File: config.mk
export PLATFORM = sky130hd
export DESIGN_NAME = mux2x1_arbiter
export DESIGN_NICKNAME = d
export VERILOG_FILES = /design/src/rtl/mux2x1_arbiter.sv
export SDC_FILE = /design/constraint.sdc
export NUM_CORES = 1
export LEC_CHECK = 0
export ABC_AREA = 1
export CAP_MARGIN = 25
export CORE_AREA = 2 2 39 41
export CTS_CLUSTER_SIZE = 30
export DETAILED_ROUTE_END_ITERATION = 10
export DIE_AREA = 0 0 41 43
export HOLD_SLACK_MARGIN = 0.12
export PLACE_DENSITY_LB_ADDON = 0.05
export SYNTH_ARGS = -nofsm -noshare
export SYNTH_HDL_FRONTEND = slang
export SYNTH_SLANG_ARGS = --single-unit
export TNS_END_PERCENT = 50
File: constraint.sdc
create_clock -name CLK -period 1.7 [get_ports CLK]
set_input_delay 0.51 -clock CLK [delete_from_list [all_inputs] [get_ports CLK]]
set_output_delay 0.51 -clock CLK [all_outputs]
set_load 0.01 [all_outputs]
File: src/rtl/mux2x1_arbiter.sv
// mux2x1_arbiter: round-robin two-requester arbiter with registered grants and a shared data mux.
// Define ARB_TIMEOUT_EN to bound each grant to MAXHOLD cycles while the other side is waiting.
module mux2x1_arbiter #(
    parameter int WIDTH   = 1,
    parameter int MAXHOLD = 4
) (
    input  logic             CLK,
    input  logic             RST,
    input  logic             R0,
    input  logic             R1,
    input  logic [WIDTH-1:0] D0,
    input  logic [WIDTH-1:0] D1,
    output logic             G0,
    output logic             G1,
    output logic             S,
    output logic [WIDTH-1:0] Y,
    output logic             VALID
);
    typedef enum logic [1:0] {IDLE, GNT0, GNT1} state_t;

    state_t state_q, state_d;
    logic   last_q, last_d;
    logic   timeout;

`ifdef ARB_TIMEOUT_EN
    logic [7:0] hold_cnt_q, hold_cnt_d;

    always_comb begin
        timeout    = hold_cnt_q == 8'(MAXHOLD - 1);
        hold_cnt_d = (state_d == IDLE || state_d != state_q) ? 8'd0 :
                     timeout ? hold_cnt_q : hold_cnt_q + 8'd1;
    end

    always_ff @(posedge CLK or posedge RST) begin
        if (RST) hold_cnt_q <= 8'd0;
        else     hold_cnt_q <= hold_cnt_d;
    end
`else
    assign timeout = 1'b0;
`endif

    // a timed-out holder only yields when the other side is actually asking
    always_comb begin
        state_d = state_q;
        case (state_q)
            IDLE:    state_d = (R0 && R1) ? (last_q ? GNT0 : GNT1) :
                               R0 ? GNT0 : R1 ? GNT1 : IDLE;
            GNT0:    state_d = (R0 && !(timeout && R1)) ? GNT0 : R1 ? GNT1 : IDLE;
            GNT1:    state_d = (R1 && !(timeout && R0)) ? GNT1 : R0 ? GNT0 : IDLE;
            default: state_d = IDLE;
        endcase
        last_d = (state_d == GNT0) ? 1'b0 : (state_d == GNT1) ? 1'b1 : last_q;
    end

    always_ff @(posedge CLK or posedge RST) begin
        if (RST) begin
            state_q <= IDLE;
            last_q  <= 1'b1;
        end else begin
            state_q <= state_d;
            last_q  <= last_d;
        end
    end

    assign G0    = state_q == GNT0;
    assign G1    = state_q == GNT1;
    assign S     = G1;
    assign VALID = G0 | G1;
    assign Y     = G0 ? D0 : G1 ? D1 : '0;
endmodule

* After elaboration in Yosys (flattened, before gate mapping)
Cells that the tools add are included.
Cells by class: bitwise logic cells 1, mux-type cells 11, eq/ne operators 4, reductions and logical operators 3
Operator list (count):
- $mux 2 | 5
- $pmux 2 s3 | 1
- $mux 1 | 5
- $eq 2x1->1 const B | 2
- $eq 2x2->1 const B | 2
- $logic_not 2->1 | 1
- $reduce_bool 2->1 | 1
- $logic_and 1x1->1 | 1
- $or 1x1->1 | 1
Word-level totals: output and inout bits 5, flip-flop bits (word level) 3, input bits 6, word-level logic and storage cells 21

* Logic depth before layout (Yosys ltp)
Gate-level depths: netlist of run 1.
depth after elaboration 7, mapped depth 9, mapped depth without buffers 9

* Worst setup path before layout of run 1
Ideal clock, no wire load.
kind register to register, from register state_q[0], to register last_q, buffers on the path 0, required time 1621 ps, stages on the path, launching flop included 9, library setup time 79 ps, clock period less this slack 1457 ps, slack 243 ps, arrival 1378 ps, cells stage by stage dfrtp_1 -> inv_1 -> ha_1 -> nor2_1 -> nor2_1 -> nor2_1 -> nor2_1 -> ha_1 -> o21ai_0
Between the ends: longest elaborated chain between the ends 4, elaborated cells between the ends (all ways) 8, classes of those cells eq/ne (4); mux (2); reduce/logical (2)
Ends and longest elaborated chain:
- from (decl) | RTL line 21 | state_t state_q, state_d;
- from (signal assigned) | RTL line 60 | state_q <= state_d;
- $eq 2x2->1 *
- named net G1 | RTL line 14 | output logic G1,
- $pmux 2 s3 * | RTL line 45 | case (state_q)
- named net state_d[0] | RTL line 21
- $eq 2x1->1 / $eq 2x2->1 (equally long branches) | RTL line 52 | last_d = (state_d == GNT0) ? 1'b0 : (state_d == GNT1) ? 1'b1 : last_q;
- $mux 1 / $reduce_bool 2->1 (equally long branches)
- to (signal assigned) | RTL line 61 | last_q <= last_d;
- to (decl) | RTL line 22 | logic last_q, last_d;
Mark *: on every way through the listed nets, which the timed path passes. The rest lies on a longest branch. A chain may end at the register's enable or synchronous reset.

* Worst setup path in the final report of run 1
from register state_q[1], to output port G1
Between the ends: longest elaborated chain between the ends 1
Ends and longest elaborated chain:
- $eq 2x2->1 | RTL line 66 | assign G1 = state_q == GNT1;
- to (decl) | RTL line 14
No other way between the ends.

==> metrics.cfg, run 1 <==
[synth]
synth_fp_nets=47
synth_compound_area_frac=0.04878
yosysSeqAreaShare=0.2976
synth.mux.area_fraction=0
postSynthAreaPerCell_sq_um=7.125
ys_warn_count=0
ys_seq_elements=3
synth_top_family_by_area=simple AND/OR/NAND/NOR gates
postSynthCellCount=36
yosys.area_share.adder=0.2439
syn-cell-area_sq_um=256.5
synthXorXnorAreaFrac=0
synthSimpleGateAreaFrac=0.2780
yosys.cell_types.count=11

[sta]
fmaxAchievable_mhz=603.2
worst-slew-pin-transition_ns=0.1580
timing.max_slew.rel_slack=0.8947
final.period_utilization=0.9753
skew_ns=0.0007405
hold_viol=0
final.min_clock_period_ns=1.658
final_tns_setup_ns=0
slew_violations=0
timing.final.setup_violations=0
setup_repair_after_global_routing_missed_its_margin=true

[final_layout]
final_layout_size_suffix_gt1_frac=0.5000
area.growth.synth_to_final_pct=91.22
most_frequent_cells_in_the_layout=nand2_1, buf_4, nor2_1, buf_2, inv_1
multi_input_area_sq_um=185.2
post-route-util=0.3544
finalNetCount=70
final.fill_count=162
ff_latch_area_sq_um=77.57
ant_cells=0
layout.cells.most_common=nand2_1

[global_route]
first_global_vias=276
grt_first_pass_wirelength_microns=924
grt.total_usage=0.08056
global_route.overflow_total=0
grt_start_max_net_pins=5
antenna_found_initial=0

[pwr]
total_power_mw=0.9688
power.density_cell_area_nw_per_um2=1975
power.static_leakage_nw=0.2745
max-vdd-ir-drop_uv=669.1

[placement]
port-buffer-count=10
place.gp.congestion=0.5804
dp_hpwl_microns=476.9

[clock_network]
clockBufferDepth=2
tritoncts_num_sinks=3
htree_levels=1
worst_skew_pair.late_latency_ns=0.23
cts_inserted_buffers=3
cts_root_buf=clkbuf_4
tritoncts=done
cts.clk_slew.worst_paths_ns=0.04
cts_hold_buf=0

[die]
floorplan.rows=14
die-area_sq_um=1763
io_pins=11
core_sq_um=1384
start_util=0.1854
fp.dieW_microns=41
floorplan.die.height_microns=43

[worst_hold_path]
worstHoldPathType=input port to async pin

[worst_setup_path]
crit_path_start_kind=flop
crit_type=flop to output port
worstSetupEndpointType=output port
required_time_reported_for_the_critical_path_endpoint_ns=1.19
worst-path-max-fanout=4
cp_data_arrival_time_ns=1.15

[flow_run]
max_cap_violations=0

[outcome]
status=finished clean

[routing]
drc_errors=0
antenna_left=0
detail_route.wirelength_microns=645
route.vias.total=286
post_drt_wl_per_cell_microns=8.716
drt_iter0_markers=1
detail_route.vias_per_cell=3.865
drt_pass1_iterations=2

[path summary, 6_finish.rpt]
path,start,to,slack (ns),cells past startpoint
worst max-delay path,state_q[1],G1,0.04,4
worst min-delay path,RST,state_q[1],0.44,2
worst max register to register,state_q[1],last_q,0.08,10
worst min register to register,last_q,last_q,0.49,2
max in group asynchronous,RST,last_q,1.05,2
min in group CLK,last_q,last_q,0.49,2
[cells by family (layout without fill, tap and decap cells)]
kind of cell / after synthesis / in the layout
buf+inv: 8 / 30
compound gates: 2 / 2
fa+ha+maj: 5 / 5
flops: 3 / 3
simple gates: 18 / 18
[per-layer routing]
layer  track usage  part of all wire  up-vias
li1              -                 -      149
met1       0.07792              0.40      129
met2        0.1281              0.54        8
met3       0.01571             0.057        0
met4       0.08000                 0        0
met5             0                 0        -
[per-stage QoR]
| stage | setup WS [ns] | cells | hold slack [ns] | area [sq um] |
|---|---|---|---|---|
| final | 0.04206 | 74 | 0.4412 | 490.5 |
| after global routing | -0.009767 | 74 | 0.4451 | 490.5 |
| after CTS | -0.01612 | 72 | 0.4359 | 440.4 |
| after detailed placement | -0.4298 | 68 | 0.4981 | 421.7 |
| after global placement | -0.4171 | 68 | 0.4980 | 421.7 |
| after floorplan | 0.2432 | 36 | 0.2629 | 256.5 |
[power by group]
group | switching [mW] | internal (mW)
clock network | 0.0349 | 0.0878
registers | 0.0373 | 0.123
logic | 0.335 | 0.351
total | 0.408 | 0.561
[flip-flops by register name (all words and copies together) (netlist names)]
name     cells
state_q      2
last_q       1
[final cells by class]
| type | instances | share of cell area |
|---|---|---|
| Clock buffer | 4 | 0.05357 |
| Inverter | 7 | 0.05357 |
| Multi-Input combinational cell | 25 | 0.3776 |
| Sequential cell | 3 | 0.1582 |
| Tap cell | 16 | 0.04082 |
| Timing Repair Buffer | 19 | 0.3163 |
[critical path, cell delays in order, from the launching register on]
cell	delay, ns
dfrtp_1	0.39
buf_6	0.13
ha_4	0.16
buf_6	0.11
buf_2	0.13
[what timing repair did]
action,4_1_cts,5_1_grt
buffers inserted,0,3
pin swaps,3,9
gates resized for setup,21,16
setup endpoints to repair,6,6
hold endpoints to repair,0,0
[cell usage after synthesis]
cell,number,area [sq um]
nand2_1,9,33.78
inv_1,7,26.28
nor2_1,7,26.28
ha_1,5,62.56
dfrtp_1,2,50.05
buf_4,1,7.510
dfstp_2,1,26.28
nand3_1,1,5.000
nor2_2,1,6.260
o21ai_0,1,5.000
o21bai_1,1,7.510
(Power assumes the default switching activity.)
==> run 2, diff against run 1 <==
- SLEW_MARGIN: unset -> 0
- clock period: 1.7 -> 1.71 ns (I/O delays scaled with it)
==> run 2 against run 1 <==
Total power shrank 4.6%. Combinational power down 6.6%. Register-to-register slack improved by 0.03 ns. Sequential share of layout area rose by 0.41 points. Cell count fell by 1.4%. Clock skew down 0.00058 ns. Setup slack gained 0.011 ns. Critical path type unchanged. Critical endpoint unchanged.
==> metrics.cfg, run 2 (synthesis gave the netlist of run 1 again) <==
[outcome]
status=finished clean

[clock_network]
cts.clk_slew.worst_paths_ns=0.04  ; about the same
tritoncts_num_sinks=3  ; unchanged
htree_levels=1  ; unchanged
clockBufferDepth=2  ; unchanged
tritoncts=done
cts_hold_buf=0  ; unchanged
cts_inserted_buffers=3  ; unchanged
worst_skew_pair.late_latency_ns=0.23  ; about the same
cts_root_buf=clkbuf_4

[sta]
skew_ns=0.0001620  ; -0.0005784 ns
final.period_utilization=0.9690
final.min_clock_period_ns=1.657
slew_violations=0  ; unchanged
setup_repair_after_global_routing_missed_its_margin=true
timing.max_slew.rel_slack=0.9025  ; +0.007786
fmaxAchievable_mhz=603.5
hold_viol=0  ; unchanged
final_tns_setup_ns=0  ; unchanged
timing.final.setup_violations=0  ; unchanged
worst-slew-pin-transition_ns=0.1458  ; -0.01222 ns

[final_layout]
top_regs=state_q: 2 flops, last_q: 1 flops
layout.cells.most_common=nand2_1
finalNetCount=69  ; -1.4%
ant_cells=0  ; unchanged
final_cell_count_no_fill=73  ; -1.4%
area.growth.synth_to_final_pct=86.34
largest_register_ff_count=2  ; unchanged
final_layout_size_suffix_gt1_frac=0.4561  ; -0.04386
top_register=state_q
post-route-util=0.3454  ; -0.009041
most_frequent_cells_in_the_layout=nand2_1, nor2_1, buf_4

[pwr]
power.density_cell_area_nw_per_um2=1933  ; -2.2%
power.static_leakage_nw=0.2700  ; -1.6%
max-vdd-ir-drop_uv=657.5  ; -1.7%

[worst_setup_path]
required_time_reported_for_the_critical_path_endpoint_ns=1.20  ; about the same
worstSetupEndpointType=output port
crit_path_start_kind=flop
r2r_slack_ns=0.11  ; +0.03 ns
cp_data_arrival_time_ns=1.14  ; about the same
crit_type=flop to output port
worst-path-max-fanout=4  ; unchanged

[placement]
place.gp.congestion=0.5804  ; unchanged
dp_hpwl_microns=477.7  ; +0.17%
port-buffer-count=10  ; unchanged
post-place-cells=68  ; unchanged

[routing]
post_drt_wl_per_cell_microns=8.192  ; -6.0%
antenna_left=0  ; unchanged
drt_iter0_markers=2  ; +1
drc_errors=0  ; unchanged
detail_route.wirelength_microns=598  ; -7.3%
drt_pass1_iterations=2  ; unchanged
detail_route.vias_per_cell=3.767  ; -2.5%
route.vias.total=275  ; -3.8%

[global_route]
global_route.overflow_total=0  ; unchanged
grt_first_pass_wirelength_microns=945  ; +2.3%
antenna_found_initial=0  ; unchanged
grt_start_max_net_pins=5  ; unchanged
first_global_vias=270  ; -2.2%
grt.total_usage=0.08149  ; +0.0009250

[die]
io_pins=11  ; unchanged
floorplan.rows=14  ; unchanged
fp.dieW_microns=41  ; unchanged
start_util=0.1854  ; unchanged
die-area_sq_um=1763  ; unchanged
floorplan.die.height_microns=43  ; unchanged
core_sq_um=1384  ; unchanged

[flow_run]
max_cap_violations=0  ; unchanged

[worst_hold_path]
worstHoldPathType=input port to async pin

==> run 2: cell count changes in the layout (fill, tap and decap cells not counted) <==
cell    before  now
nor2_2       3    1
buf_4        7    6
nor2_1       5    7
==> run 2: power by group <==
group / leakage (nW) / internal (mW) / switching, mW / total, mW
combinational: 0.220 / 0.327 / 0.314 / 0.641
sequential: 0.0348 / 0.122 / 0.0380 / 0.160
clock: 0.0150 / 0.0873 / 0.0351 / 0.122
==> run 2: worst paths after layout <==
kind	cells past startpoint	from	to
max	4	state_q[1]	G1
max reg2reg	9	state_q[1]	last_q
max in group asynchronous	2	RST	last_q
min reg2reg	2	last_q	last_q
min	2	RST	state_q[1]
min in group CLK	2	last_q	last_q
==> run 2: metal layers <==
layer  part of all wire  track usage  up-vias
li1                   -            -      148
met1               0.39      0.08414      119
met2               0.53       0.1250        8
met3              0.075      0.01571        0
met4                  0      0.08000        0
met5                  0            0        -
==> run 2: stage by stage <==
| step | area (sq um) | setup slack [ns] | hold slack, ns | power [mW] |
|---|---|---|---|---|
| after detailed placement | 421.7 | -0.4253 | 0.4981 | 0.7636 |
| after floorplan | 256.5 | 0.2532 | 0.2659 | 0.4643 |
| after global placement | 421.7 | -0.4131 | 0.4980 | 0.7540 |
| after CTS | 434.2 | -0.01517 | 0.4425 | 0.8433 |
| final | 478.0 | 0.05293 | 0.4447 | 0.9237 |
| after global routing | 478.0 | -0.005189 | 0.4589 | 1.024 |
==> run 2: final cells by class <==
cell class / count / area [sq um]
Inverter: 7 / 26.28
Timing Repair Buffer: 18 / 147.6
Sequential cell: 3 / 77.57
Multi-Input combinational cell: 25 / 180.2
Clock buffer: 4 / 26.28
Fill cell: 164 / 905.9
Tap cell: 16 / 20.02
==> run 2: repair_timing <==
item	4_1_cts	5_1_grt
setup endpoints to repair	6	5
buffers inserted	0	2
pin swaps	1	9
resized for setup	22	13
==> run 2: critical path, stage by stage (launching register included) <==
cell and delay [ns]:
dfrtp_1 0.39, buf_6 0.13, ha_4 0.16, buf_6 0.11
buf_2 0.13
==> patch 1: new RTL, flow settings as in run 1 <==
Put a register stage on the output `G0`, with the module's reset. The value now appears one clock later. The other outputs are not delayed to match.
--- a/src/rtl/mux2x1_arbiter.sv
+++ b/src/rtl/mux2x1_arbiter.sv
@@ -19,2 +19,4 @@
     typedef enum logic [1:0] {IDLE, GNT0, GNT1} state_t;
+
+    logic G0_d;
 
@@ -64,7 +66,15 @@
 
-    assign G0    = state_q == GNT0;
+    assign G0_d  = state_q == GNT0;
     assign G1    = state_q == GNT1;
     assign S     = G1;
-    assign VALID = G0 | G1;
-    assign Y     = G0 ? D0 : G1 ? D1 : '0;
+    assign VALID = G0_d | G1;
+    assign Y     = G0_d ? D0 : G1 ? D1 : '0;
+    always_ff @(posedge CLK or posedge RST) begin
+        if (RST) begin
+            G0 <= '0;
+        end else begin
+            G0 <= G0_d;
+        end
+    end
+
 endmodule
Check against the original RTL: not equivalent (Yosys sat finds a counterexample within 4 cycles, from zero or initial values and one cycle with RST high).
==> patch 1 against run 1 <==
- final area down 5.4%
- sequential cell count up 1
- register-to-register slack better by 0.06 ns
- routed wire length up 3.6%
- count of clock-buffer cells in the layout unchanged
- cell count down 6.8%
- setup slack worse by 0.020 ns
- total power down 16%
- sequential power up 14%
- synthesized area up 5.9%
- die area unchanged
- first-iteration DRC count unchanged
- fmax down 1.2%
- worst hold slack better by 0.022 ns
- largest power group unchanged
- highest routed layer unchanged
==> patch 1: results (changes against run 1) <==
Status
The flow ran to the end, and the final reports show no timing, DRC or antenna violations.

Global route
The initial antenna violation count came to 0 (unchanged). The global-route total usage across every layer is 0.0986 (+0.0180). The number of global-route vias before repair is 298 (+8.0%). The wire length of the first global-routing pass is 1170 um (+27%).

The pin count of the biggest net entering global routing is 5 (unchanged).

Setup path
The worst-path maximum fanout is 3 (-1). The depth of the worst register-to-register path is 8 (-2). The capturing point of the worst reg2reg path is last_q. The signal arrival time at the worst endpoint is 1.17 ns (+0.02 ns). The register-to-register path setup slack is 0.14 ns (+0.06 ns). The worst register-to-register path begins at state_q[0]. The largest incremental delay on the critical path is 0.38 ns. The cell with the largest stage delay on the worst path is dfrtp_1.

Yosys
The post-synthesis xor/xnor area fraction is 0 (unchanged). The multiplexer fraction of the synthesized cell area was 0 (unchanged). The distinct cell type count after synthesis is 10 (-1). Counting instances in the post-synthesis netlist gives the leading cell types as 9 x nand2_1, 7 x inv_1, 5 x ha_1.

The synthesized net count is 45 (-4.3%). The sequential-to-total area share from yosys stat is 0.373 (+0.0757). The number of enable-type register cells in the synthesized netlist is 0 (unchanged). The prevailing post-synth register cell is dfrtp_1. The number of warning messages in the yosys log is 0 (unchanged). The adder-cell share of the synthesized area is 0.230 (-0.0135).

The async set-or-reset flop fraction in the synthesized netlist was 1.00 (unchanged). The synthesized-area fraction occupied by ao, oa, aoi and oai cells was 0.111 (+0.0618). The post-synthesis average cell area is 7.99 um2 (+12%). By area the synthesized netlist is led by dfrtp_1 28%, ha_1 23%, nand2_1 12%.

Clock network
The tree is rooted in a clkbuf_4. The clock-pin slew reported for the worst setup and hold paths after clock tree synthesis was 0.04 ns (about the same). The number of buffers added by the clock tree synthesis step was 3 (unchanged). The maximum clock insertion buffer count is 2 (unchanged). The insertion delay of the later-clocked pin in the worst-skew pair is 0.23 ns (about the same).

The deepest level of the CTS H-tree is 1 (unchanged).

Place
The detailed placer's ending HPWL is 555 um (+16%). The instance area at placement is 422 um2 (unchanged). The cell total after placement is 64 (-5.9%).

The routability-driven placement congestion ratio was 0.705 (+21%). The post-place setup slack is -0.551 ns (-0.121 ns). The number of port buffers is 10 (unchanged).

Detailed routing
The initial DRC count is 1 (unchanged). The detailed-route wire length per cell is 9.68 um (+11%). The detail-routed via count per cell is 3.80 (-1.8%). The overall routed net length is 668 um (+3.6%). The number of iterations in the first detailed-routing pass is 2 (unchanged). The count of nets left with antenna violations after detail routing came to 0 (unchanged).

Finish
The proportion of layout cells with a drive suffix above 1 came to 0.377 (-0.123). The antenna diode instance count came to 0 (unchanged). The largest registers in the layout are state_q (2), G0 (1), last_q (1).

The final layout net count is 65 (-7.1%). The count of filler cells inserted in the layout is 156 (-3.7%).

Timing
The pin slew with the least headroom to its limit is 0.168 ns (+0.00984 ns). The worst clock skew is 0.00362 ns (+0.00288 ns).

Worst hold path
The path class of the lowest-slack min-delay path is in2async.

Pwr
The leakage dissipation is 0.000244 uW (-11%). The maximum ir drop on the vdd rail is 0.632 mV (-5.5%).
[patch 1: cell types whose count changed after synthesis, sizes merged]
| cell | delta |
|---|---|
| nor2 | -7 |
| dfrtp | +1 |
| o21bai | -1 |
| nand3 | -1 |
| o21ai | +1 |
| or2 | +1 |
| a21oi | +4 |
[patch 1: per-stage QoR]
step / hold WS, ns / setup TNS, ns / power [uW]
final: 0.463 / 0 / 811
after global routing: 0.472 / -0.0484 / 900
after CTS: 0.466 / 0 / 781
after detailed placement: 0.500 / -1.18 / 660
after global placement: 0.482 / -1.05 / 642
after floorplan: 0.275 / 0 / 411
[patch 1: area by class of cell]
class / count / area, um2 / share of cell area
Clock buffer: 4 / 26.3 / 0.0566
Timing Repair Buffer: 16 / 123 / 0.264
Inverter: 7 / 26.3 / 0.0566
Multi-Input combinational cell: 22 / 168 / 0.361
Tap cell: 16 / 20.0 / 0.0431
Sequential cell: 4 / 101 / 0.218
[patch 1: worst max-delay path, delay by kind of cell, from the launching register on]
kind | cells | cell delay, ns
flops | 1 | 0.38
buf+inv | 2 | 0.29
fa+ha+maj | 1 | 0.16
compound gates | 1 | 0.11
[patch 1: repair_timing]
action                                  in CTS  in global routing
hold buffers                                 0                  0
pin swaps                                    2                  0
endpoints found under the hold margin        0                  0
buffers inserted                             1                  0
endpoints found under the setup margin       4                  3
gates resized for setup                     23                  4
[patch 1: logic make-up after synthesis]
group,count (synthesis)
simple gates,11
buf+inv,8
compound gates,6
fa+ha+maj,5
flops,4
[patch 1: metal layers]
metal,track usage,vias to the layer above,wire length (um)
met1,0.110,116,269
met5,0,-,0
met2,0.163,5,380
met4,0.0400,0,0
met3,0.0314,0,17
li1,-,141,-
[patch 1: worst max-delay path by stage]
stage                     slack (ns)       start  end  cells after the start
after floorplan                 0.13  state_q[0]    Y                      4
after global placement         -0.49          D1    Y                      4
after detailed placement       -0.55          D1    Y                      4
after CTS                       0.01  state_q[0]    Y                      5
after global routing           -0.05  state_q[0]    Y                      5
final                           0.02  state_q[0]    Y                      4
[patch 1: power breakdown]
group          total [uW]  switching, uW  internal, uW
Sequential            182           32.1           150
Clock                 129           40.5          88.2
Combinational         501            247           254
==> patch 2: new RTL, flow settings as in run 1 <==
Made on the original files. Add an input register stage for `R0`, `R1`, `D0` and `D1`, without a reset; this delays them by one clock.
--- a/src/rtl/mux2x1_arbiter.sv
+++ b/src/rtl/mux2x1_arbiter.sv
@@ -19,2 +19,14 @@
     typedef enum logic [1:0] {IDLE, GNT0, GNT1} state_t;
+
+    logic R0_q;
+    logic R1_q;
+    logic [WIDTH-1:0] D0_q;
+    logic [WIDTH-1:0] D1_q;
+
+    always_ff @(posedge CLK) begin
+        R0_q <= R0;
+        R1_q <= R1;
+        D0_q <= D0;
+        D1_q <= D1;
+    end
 
@@ -45,6 +57,6 @@
         case (state_q)
-            IDLE:    state_d = (R0 && R1) ? (last_q ? GNT0 : GNT1) :
-                               R0 ? GNT0 : R1 ? GNT1 : IDLE;
-            GNT0:    state_d = (R0 && !(timeout && R1)) ? GNT0 : R1 ? GNT1 : IDLE;
-            GNT1:    state_d = (R1 && !(timeout && R0)) ? GNT1 : R0 ? GNT0 : IDLE;
+            IDLE:    state_d = (R0_q && R1_q) ? (last_q ? GNT0 : GNT1) :
+                               R0_q ? GNT0 : R1_q ? GNT1 : IDLE;
+            GNT0:    state_d = (R0_q && !(timeout && R1_q)) ? GNT0 : R1_q ? GNT1 : IDLE;
+            GNT1:    state_d = (R1_q && !(timeout && R0_q)) ? GNT1 : R0_q ? GNT0 : IDLE;
             default: state_d = IDLE;
@@ -68,3 +80,3 @@
     assign VALID = G0 | G1;
-    assign Y     = G0 ? D0 : G1 ? D1 : '0;
+    assign Y     = G0 ? D0_q : G1 ? D1_q : '0;
 endmodule
Behaviour: not the same (a bounded check fails within 4 cycles, from zero or initial values and one cycle with RST high).
==> patch 2 against run 1 <==
- register-to-register slack got worse by 0.04 ns
- utilization rose by 3.4 points
- sequential cell count rose by 4
- synthesized area rose by 31%
- total power rose by 6.0%
- routed wire length rose by 13%
- largest cell class unchanged
- the run now ends with setup timing left
- setup slack got worse by 0.057 ns
- final area rose by 9.7%
- cell count rose by 2.7%
==> patch 2: results (changes against run 1) <==
Yosys
The synthesized net count is 51 (+8.5%). Sorting the synthesized cells by how often they occur yields 9 x nand2_1, 7 x inv_1, 7 x nor2_1. The most used flip-flop cell after synthesis is dfxtp_1.

The distinct cell type count after synthesis came to 12 (+1). The post-synthesis average cell area is 8.41 um2 (+18%). After synthesis, the cell types taking the most area are dfxtp_1 24%, ha_1 19%, dfrtp_1 15%.

The async set-or-reset flop fraction in the synthesized netlist came to 0.429 (-0.571).

Pwr
The cell internal power dissipation was 620 uW (+10%). The maximum ir drop on the vdd rail was 0.568 mV (-15%). The clock share of power was 0.146 (+0.019). The power share of the combinational group came to 0.590 (-0.118).

The leakage dissipation is 0.000278 uW (+1.4%).

Detailed routing
The initial DRC count is 9 (+8). The detailed-route wire length per cell is 9.59 um (+10%). The overall routed net length is 729 um (+13%). The number of iterations in the first detailed-routing pass was 3 (+1).

Setup path
The largest incremental delay on the critical path is 0.42 ns (+0.03 ns). The depth of the worst register-to-register path came to 11 (+1). The launching point of the worst reg2reg path is state_q[0].

Status
The flow ran to the end, but the final reports show violations. The checks that failed: setup timing.

Timing
The worst clock skew was 0.000280 ns (-0.000461 ns). The final number of setup-violating endpoints was 2 (+2). The worst hold slack is 0.430 ns (-0.0113 ns). The minimum setup slack in the final design is -0.0154 ns (-0.0575 ns). The tightest slew margin relative to the limit is 0.883 (-0.0116).

Finish
The final layout net count is 72 (+2.9%).

Clock network
The insertion delay of the later-clocked pin in the worst-skew pair is 0.25 ns (+0.02 ns). The post-CTS repair timing setup buffer count is 4 (+4).

Global route
The global-route total usage across every layer was 0.109 (+0.0283). The wire length of the first global-routing pass is 1180 um (+28%).

Place
The instance area at placement is 472 um2 (+12%). The detailed placer's ending HPWL is 536 um (+12%).
==> patch 2: changes by cell type after synthesis, sizes merged <==
| cell | before | now |
|---|---|---|
| dfxtp | 0 | 4 |
==> patch 2: routing by layer <==
| metal | GRT usage | part of all wire | up-vias |
|---|---|---|---|
| li1 | - | - | 160 |
| met1 | 0.124 | 0.45 | 138 |
| met2 | 0.144 | 0.49 | 6 |
| met3 | 0.0471 | 0.055 | 0 |
| met4 | 0.100 | 0 | 0 |
| met5 | 0 | 0 | - |
==> patch 2: cells by family (layout without fill, tap and decap cells) <==
kind of cell,Yosys count,in the layout,share of synthesized area
and+or+nand+nor,18,18,0.212
buffers and inverters,8,28,0.100
DFF,7,7,0.465
adders and majority gates,5,5,0.186
AOI/OAI and AO/OA,2,2,0.0372
==> patch 2: per-stage QoR <==
step | worst slack (ns) | utilization | total power [uW]
finish | -0.0154 | 0.389 | 1030
global route | -0.0968 | 0.389 | 1140
CTS | -0.0189 | 0.388 | 1040
detailed placement | -0.204 | 0.341 | 813
global placement | -0.169 | 0.341 | 803
floorplan | 0.243 | - | 569
==> patch 2: path summary, 6_finish.rpt <==
check,end
setup reg to reg,last_q
min in group CLK,state_q[1]
hold / removal,state_q[1]
max in group asynchronous,last_q
hold reg to reg,state_q[1]
setup / recovery,G0
==> patch 2: worst max-delay path, delay by kind of cell (launching register included) <==
family | cells | cell delay (ns)
fa+ha+maj | 1 | 0.18
buf+inv | 2 | 0.36
flops | 1 | 0.42
==> patch 2: cell type report <==
| type | instances | area (um2) |
|---|---|---|
| timing repair buffer | 17 | 131 |
| fill | 150 | 846 |
| sequential | 7 | 158 |
| clock buffer | 4 | 26.3 |
| inverter | 7 | 26.3 |
| multi-input combinational | 25 | 176 |
| tap | 16 | 20.0 |
